File: src/rtl/wb_decomp_param.sv
// Bridge from the narrow cw link to a single-cycle Wishbone master.
// Optional Wishbone timeout is compiled in with WB_DECOMP_TIMEOUT_EN.
module wb_decomp_param #(
  parameter int CW_W        = 16,
  parameter int WB_DATA_W   = 16,
  parameter int WB_ADDR_W   = 24,
  parameter int WB_SEL_BITS = 2,
  parameter int TIMEOUT_CYC = 255
) (
  input  logic                   i_clk,
  input  logic                   i_rst,
  input  logic [CW_W-1:0]        cw_io_i,
  output logic [CW_W-1:0]        cw_io_o,
  input  logic                   cw_req,
  input  logic                   cw_dir,
  output logic                   cw_ack,
  output logic                   cw_err,
  output logic                   wb_cyc,
  output logic                   wb_stb,
  output logic                   wb_we,
  output logic [WB_ADDR_W-1:0]   wb_adr,
  output logic [WB_SEL_BITS-1:0] wb_sel,
  output logic [WB_DATA_W-1:0]   wb_o_dat,
  input  logic [WB_DATA_W-1:0]   wb_i_dat,
  input  logic                   wb_ack,
  input  logic                   wb_err,
  output logic                   o_busy
);
  localparam int HDR_W      = WB_SEL_BITS + WB_ADDR_W;
  localparam int HDR_BEATS  = (HDR_W + CW_W - 1) / CW_W;
  localparam int DAT_BEATS  = (WB_DATA_W + CW_W - 1) / CW_W;
  localparam int HDR_BUS_W  = HDR_BEATS * CW_W;
  localparam int DAT_BUS_W  = DAT_BEATS * CW_W;
  localparam int MAX_BEATS  = (HDR_BEATS > DAT_BEATS) ? HDR_BEATS : DAT_BEATS;
  localparam int CNT_W      = (MAX_BEATS > 1) ? $clog2(MAX_BEATS) : 1;

  typedef enum logic [2:0] {IDLE, HDR, WDAT, WB, RESP} state_t;

  state_t                 state_q;
  logic [CNT_W-1:0]       cnt_q;
  logic                   dir_q;
  logic                   resp_data_q;
  logic [HDR_BUS_W-1:0]   hdr_q, hdr_d;
  logic [DAT_BUS_W-1:0]   wdat_q, wdat_d;
  logic [DAT_BUS_W-1:0]   rdat_q, rdat_ext;
  logic [CW_W-1:0]        cw_io_q;
  logic                   cw_ack_q, cw_err_q, cyc_q, we_q;
  logic [WB_ADDR_W-1:0]   adr_q;
  logic [WB_SEL_BITS-1:0] sel_q;
  logic [WB_DATA_W-1:0]   odat_q;
  logic                   hdr_last, dat_last, dir_now, go_wb, to_hit, wb_fail;

`ifdef WB_DECOMP_TIMEOUT_EN
  localparam int TO_W = $clog2(TIMEOUT_CYC + 1);
  logic [TO_W-1:0] to_q;
  assign to_hit = (to_q == TO_W'(TIMEOUT_CYC - 1));
`else
  // Without the timeout the limit has no effect; keep it referenced.
  logic unused_timeout;
  assign unused_timeout = (TIMEOUT_CYC == 0);
  assign to_hit = 1'b0;
`endif

  // Beats arrive LSB-first: shift right and insert each new beat at the top.
  always_comb begin
    hdr_d = hdr_q;
    if ((state_q == IDLE && cw_req) || state_q == HDR)
      hdr_d = (hdr_q >> CW_W) | (HDR_BUS_W'(cw_io_i) << (HDR_BUS_W - CW_W));
    wdat_d = wdat_q;
    if (state_q == WDAT)
      wdat_d = (wdat_q >> CW_W) | (DAT_BUS_W'(cw_io_i) << (DAT_BUS_W - CW_W));
    rdat_ext = DAT_BUS_W'(wb_i_dat);
    hdr_last = (state_q == IDLE) ? (HDR_BEATS == 1) : (cnt_q == CNT_W'(HDR_BEATS - 1));
    dat_last = (cnt_q == CNT_W'(DAT_BEATS - 1));
    dir_now  = (state_q == IDLE) ? cw_dir : dir_q;
    go_wb    = ((state_q == IDLE && cw_req) || state_q == HDR) && hdr_last && !dir_now
               || (state_q == WDAT && dat_last);
    wb_fail  = wb_err | to_hit;
  end

  always_ff @(posedge i_clk or posedge i_rst) begin
    if (i_rst) begin
      state_q     <= IDLE;
      cnt_q       <= '0;
      dir_q       <= 1'b0;
      resp_data_q <= 1'b0;
      hdr_q       <= '0;
      wdat_q      <= '0;
      rdat_q      <= '0;
      cw_io_q     <= '0;
      cw_ack_q    <= 1'b0;
      cw_err_q    <= 1'b0;
      cyc_q       <= 1'b0;
      we_q        <= 1'b0;
      adr_q       <= '0;
      sel_q       <= '0;
      odat_q      <= '0;
`ifdef WB_DECOMP_TIMEOUT_EN
      to_q        <= '0;
`endif
    end else begin
      hdr_q  <= hdr_d;
      wdat_q <= wdat_d;
      if (go_wb) begin
        cyc_q  <= 1'b1;
        we_q   <= dir_now;
        adr_q  <= hdr_d[WB_ADDR_W-1:0];
        sel_q  <= hdr_d[HDR_W-1:WB_ADDR_W];
        odat_q <= dir_now ? wdat_d[WB_DATA_W-1:0] : '0;
`ifdef WB_DECOMP_TIMEOUT_EN
        to_q   <= '0;
`endif
      end
      case (state_q)
        IDLE: if (cw_req) begin
          dir_q <= cw_dir;
          if (hdr_last) begin
            cnt_q   <= '0;
            state_q <= cw_dir ? WDAT : WB;
          end else begin
            cnt_q   <= CNT_W'(1);
            state_q <= HDR;
          end
        end
        HDR: if (hdr_last) begin
          cnt_q   <= '0;
          state_q <= dir_q ? WDAT : WB;
        end else begin
          cnt_q <= cnt_q + 1'b1;
        end
        WDAT: if (dat_last) begin
          cnt_q   <= '0;
          state_q <= WB;
        end else begin
          cnt_q <= cnt_q + 1'b1;
        end
        WB: if (wb_ack || wb_fail) begin
          cyc_q   <= 1'b0;
          cnt_q   <= '0;
          state_q <= RESP;
          if (wb_fail) begin
            cw_err_q <= 1'b1;
          end else begin
            cw_ack_q <= 1'b1;
            if (!we_q) begin
              resp_data_q <= 1'b1;
              cw_io_q     <= rdat_ext[CW_W-1:0];
              rdat_q      <= rdat_ext >> CW_W;
            end
          end
        end else begin
`ifdef WB_DECOMP_TIMEOUT_EN
          to_q <= to_q + 1'b1;
`endif
        end
        RESP: begin
          cw_ack_q <= 1'b0;
          cw_err_q <= 1'b0;
          if (!resp_data_q || dat_last) begin
            state_q     <= IDLE;
            cw_io_q     <= '0;
            resp_data_q <= 1'b0;
            cnt_q       <= '0;
          end else begin
            cnt_q   <= cnt_q + 1'b1;
            cw_io_q <= rdat_q[CW_W-1:0];
            rdat_q  <= rdat_q >> CW_W;
          end
        end
        default: state_q <= IDLE;
      endcase
    end
  end

  assign cw_io_o  = cw_io_q;
  assign cw_ack   = cw_ack_q;
  assign cw_err   = cw_err_q;
  assign wb_cyc   = cyc_q;
  assign wb_stb   = cyc_q;
  assign wb_we    = we_q;
  assign wb_adr   = adr_q;
  assign wb_sel   = sel_q;
  assign wb_o_dat = odat_q;
  assign o_busy   = (state_q != IDLE);
endmodule

File: config.mk
export PLATFORM = sky130hd
export DESIGN_NAME = wb_decomp_param
export DESIGN_NICKNAME = d
export VERILOG_FILES = /design/src/rtl/wb_decomp_param.sv
export SDC_FILE = /design/constraint.sdc
export NUM_CORES = 1
export LEC_CHECK = 0
export CAP_MARGIN = 5
export CORE_UTILIZATION = 60
export DETAILED_ROUTE_END_ITERATION = 16
export DONT_BUFFER_PORTS = 1
export PLACE_DENSITY = 0.82
export SETUP_SLACK_MARGIN = 0.2
export SLEW_MARGIN = 15
export SYNTH_ARGS = -nofsm -noshare
export SYNTH_HDL_FRONTEND = slang
export SYNTH_SLANG_ARGS = --single-unit
File: constraint.sdc
create_clock -name i_clk -period 7.5 [get_ports i_clk]
set_clock_uncertainty 0.05 [all_clocks]
set_input_delay 1.125 -clock i_clk [delete_from_list [all_inputs] [get_ports i_clk]]
set_output_delay 1.125 -clock i_clk [all_outputs]
set_load 0.02 [all_outputs]
# Yosys cells after proc, flatten, opt, wreduce, memory -nomap -nowiden
# Cells that the tools add are included.
[word_totals] word_cells=99 input_bits=38 reg_bits=132
[classes] n_reduce_logical=22 addsub=1 muxes=45 n_bitwise=2 eq_ne=13
[ops] op="two-way mux 16 bit" count=10
[ops] op="case mux 16 bit (2 select lines)" count=2
[ops] op="bitwise OR 16 x 32 -> 32 bit" count=1
[ops] op="two-way mux 26 bit" count=1
[ops] op="two-way mux 1 bit" count=21
[ops] op="inequality test 2 bit (second input constant)" count=9
[ops] op="two-way mux 3 bit" count=5
[ops] op="case mux 3 bit (5 select lines)" count=1
[ops] op="AND reduction 5 bit" count=3
[ops] op="AND reduction 3 bit" count=3
[ops] op="== test 3 x 2 -> 1 bit (second input constant)" count=2
[ops] op="case mux 1 bit (2 select lines)" count=3
[ops] op="case mux 1 bit (5 select lines)" count=1
[ops] op="nonzero test 5 bit" count=1
[ops] op="logical AND 1 bit" count=4
[ops] op="logical OR 1 bit" count=4
[ops] op="AND reduction 4 bit" count=1
[ops] op="== test 3 x 1 -> 1 bit (second input constant)" count=1
[ops] op="== test 3 bit (second input constant)" count=1
[ops] op="logical NOT 3 bit" count=1
[ops] op="nonzero test 3 bit" count=1
[ops] op="logical NOT 1 bit" count=2
[ops] op="two-way mux 2 bit" count=1
[ops] op="AND reduction 2 bit" count=1
[ops] op="other kinds (3)" count=3

# Logic depth before layout (Yosys ltp)
[depth] word_depth=9 ltp_mapped=6 ltp_nobuf=4

# Worst setup path after synthesis
# OpenSTA, ideal clock, no wires.
[synth_path] path_kind="input to register" startpoint="input port cw_req" endpoint="register adr_q[13] (netlist: wb_adr[13])" t_arrival_ns=2.209 setup_slack_ns=5.116 path_stages=5 required_time_ns=7.325 cell_sequence="nor2_1 -> nor3_2 -> buf_4 -> mux2_2 -> mux2_2"
[synth_lines] element="from (decl)" line="14" source="input logic cw_req,"
[synth_lines] element="logical AND 1 bit" line="67" source="if ((state_q == IDLE && cw_req) || state_q == HDR)"
[synth_lines] element="logical OR 1 bit" line="67"
[synth_lines] element="two-way mux 26 bit" line="67"
[synth_lines] element="net hdr_d[13]" line="43" source="logic [HDR_BUS_W-1:0] hdr_q, hdr_d;"
[synth_lines] element="to (signal assigned)" line="107" source="adr_q <= hdr_d[WB_ADDR_W-1:0];"
[synth_lines] element="to (decl)" line="48" source="logic [WB_ADDR_W-1:0] adr_q;"
# The timed path passes the listed nets, and every way through them passes these cells.
# A chain may end at the register's enable or synchronous reset.

# Worst setup path after layout
[layout_path] startpoint="register state_q[0]" endpoint="output port o_busy"
[layout_via] elab_chain_cells=1
[layout_rtl] element="from (decl)" line="39" source="state_t state_q;"
[layout_rtl] element="from (signal assigned)" line="119" source="state_q <= cw_dir ? WDAT : WB;"
[layout_rtl] element="from (signal assigned)" line="127" source="state_q <= dir_q ? WDAT : WB;"
[layout_rtl] element="nonzero test 3 bit" line="184" source="assign o_busy = (state_q != IDLE);"
[layout_rtl] element="to (decl)" line="27" source="output logic o_busy"
# Every way passes these cells.

==> results.ini <==
[clock_tree]
clock-sinks=116
cts-root-buf=clkbuf_8
cts_tree=built
cts.clk_slew.worst_paths_ps=50
cts_hold_buf=0
clock_latency_ps=490
cts_max_level=4
cts_inserted_buffers=17
max-clock-path-buffers=2
post_cts_buffers=0
cts.repair.resized=0

[die]
core_um2=6940
pin_count=102
rows=30
die-area_um2=7720
die_x_um=87.9
initial_core_util_pct=63.7
die_y_um=87.9

[cells_and_area]
stdcell_count=395
final_common_cell=dfrtp_1
nets=328
diodes=0
synthToLayoutAreaGrowth_pct=12.1
final_area_um2=4960
layout_common_cells=116 x dfrtp_1, 69 x mux2_2, 33 x a22o_1, 16 x clkbuf_16, 9 x nor2_1
drive_above_1_share_pct=35.8

[detailed_routing]
drc=0
viasPerCell=5.95
wl_per_cell_um=19.3
ant_nets=0
num_vias=2349
drt_iter0_drc=122
wirelength_mm=7.61
first_pass_iters=4

[worst_hold_path]
holdPathEnd=wdat_q[13]
worst_hold_startpoint=wdat_q[13]
hold_path.class=reg -> reg
worst_hold_path.num_cells=1

[yosys]
yosysWarnings=0
synthCells=285
synth_area_leaders=dfrtp_1 66%, mux2_2 18%, a22o_1 6.5%
syn_nets=323
synth_top_area_share_pct=65.6
syn_avg_cell_area_um2=15.5
netlist_area_um2=4420
yosysSeqAreaShare_pct=65.6
synth_largest_area_cell=dfrtp_1
synth_cell_types=33
ys_seq_elements=116

[sta]
timing_hold_violations_final=0
worstMarginPinSlew_ps=922
period_minus_slack_ps=2670
slew_headroom_pct=38.5
period_share_pct=35.6
drv_slew=0
report.final.setup_viol=0
fmax_ghz=0.374
fin_setup_tns_ps=0
rsz0062_at_grt=no
fin_ws_ps=4830

[outcome]
run_status=complete, no violations

[power_and_ir_drop]
combinationalPowerShare_pct=26.5
p_int_mw=1.73
finalPower_mw=2.64
p_leak_nw=2.19
ir_worst_vdd_uv=279
clkPwrFrac_pct=25.2
powerDensity_nw_per_um2=531
p_sw_mw=0.907
switching_share_pct=34.4
seq_power_share_pct=48.4

[setup_path]
arrival_ps=1500
timing.rr.end=wb_o_dat[3]
path_cells=nor3_1 > inv_1
cp_max_fo=15
cp-end-kind=output pin
slowest_delay_ps=550
rr_startpoint=state_q[2]
ff2ff_path_depth=4
timing.reg2reg.setup_slack_ps=5170
cp_slowest_cell=dfrtp_1
worstPathRequired_ps=6320
critPathKind=reg -> out
cp-start-kind=register

[global_route]
met1_usage_pct=27.2
grt_util_met2_pct=32.9
first_global_vias=2489
grt_pass1_wl_mm=12.3
antenna_found_initial=0
busiest_layer=met2
met3_usage_pct=10.7
grt_overflow=0
grt_start_max_net_pins=65
grt.total_usage_pct=22.1

[placement]
place_area_um2=4460
port-buffer-count=0
gp_congestion=0.842
dp.cells=367
place_ws_ps=4800
hpwlAfterDp_mm=4.80

[flow_run]
drv_cap=0

metal layers:
layer,wire length [µm],vias to the layer above
met5,0,-
met4,156,0
met3,670,13
met2,3710,97
met1,3070,1199
li1,-,1040
through the flow:
step / utilization, % / hold slack, ps
floorplan: - / 405
global placement: 64.3 / 418
detailed placement: 64.3 / 426
CTS: 71.4 / 438
global route: 71.4 / 449
finish: 71.4 / 433
flip-flops by register name (all words and copies together) (netlist names):
name	count
cw_ack	1
state_q	3
hdr_q	32
wdat_q	16
cnt_q	1
cw_io_o	16
wb_we	1
wb_sel	2
wb_cyc	1
wb_o_dat	16
wb_adr	24
resp_data_q	1
cw_err	1
dir_q	1
how the worst max path moves through the flow:
stage	from	endpoint	cells after the start
final	state_q[0]	o_busy	2
after global routing	state_q[0]	o_busy	2
after CTS	state_q[0]	o_busy	2
after detailed placement	wb_err	cw_io_o[15]	4
after global placement	wb_err	cw_io_o[5]	4
after floorplan	i_rst	cnt_q	1
cell type report:
cell class              instances  area, µm²
clock buffers                  22        463
multi-input cells             151       1420
fillers                       476       1980
flip-flops and latches        116       2900
clock inverters                 6       32.5
repair buffers                  2       15.0
well taps                      96        120
inverters                       2       10.0
power groups by stage:
| stage | sequential [mW] | combinational, mW | clock, mW |
|---|---|---|---|
| after floorplan | 1.21 | 0.653 | 0 |
| after global placement | 1.27 | 0.674 | 0 |
| after detailed placement | 1.28 | 0.708 | 0 |
| after CTS | 1.28 | 0.711 | 0.680 |
| after global routing | 1.31 | 0.766 | 0.710 |
| final | 1.27 | 0.698 | 0.663 |
cells by family after synthesis:
| group | after synthesis | share of synthesized area [%] |
|---|---|---|
| AO/OA/AOI/OAI | 47 | 8.91 |
| AND/OR/NAND/NOR | 29 | 3.87 |
| buffers and inverters | 18 | 2.52 |
| flip-flops | 116 | 65.6 |
| multiplexers | 75 | 19.1 |
cell usage after synthesis, drive strengths merged:
library cell / count
o22ai: 1
nand2b: 3
o31ai: 1
and4bb: 1
mux2: 75
o21ba: 1
inv: 2
o32a: 1
and3: 1
and2: 1
a211oi: 1
nor3: 4
clkbuf: 2
o41ai: 1
buf: 14
nor3b: 1
o21ai: 2
o21bai: 1
nor2: 11
a21oi: 2
a31o: 1
a22o: 33
nor4: 1
dfrtp: 116
nand2: 5
a21o: 2
nor2b: 1
critical path: cells and delay by family, from the launching register on:
kind                   cells  cell delay [ps]
AND/OR/NAND/NOR            1              300
buffers and inverters      1              160
flip-flops                 1              550
(Power assumes the default switching activity.)
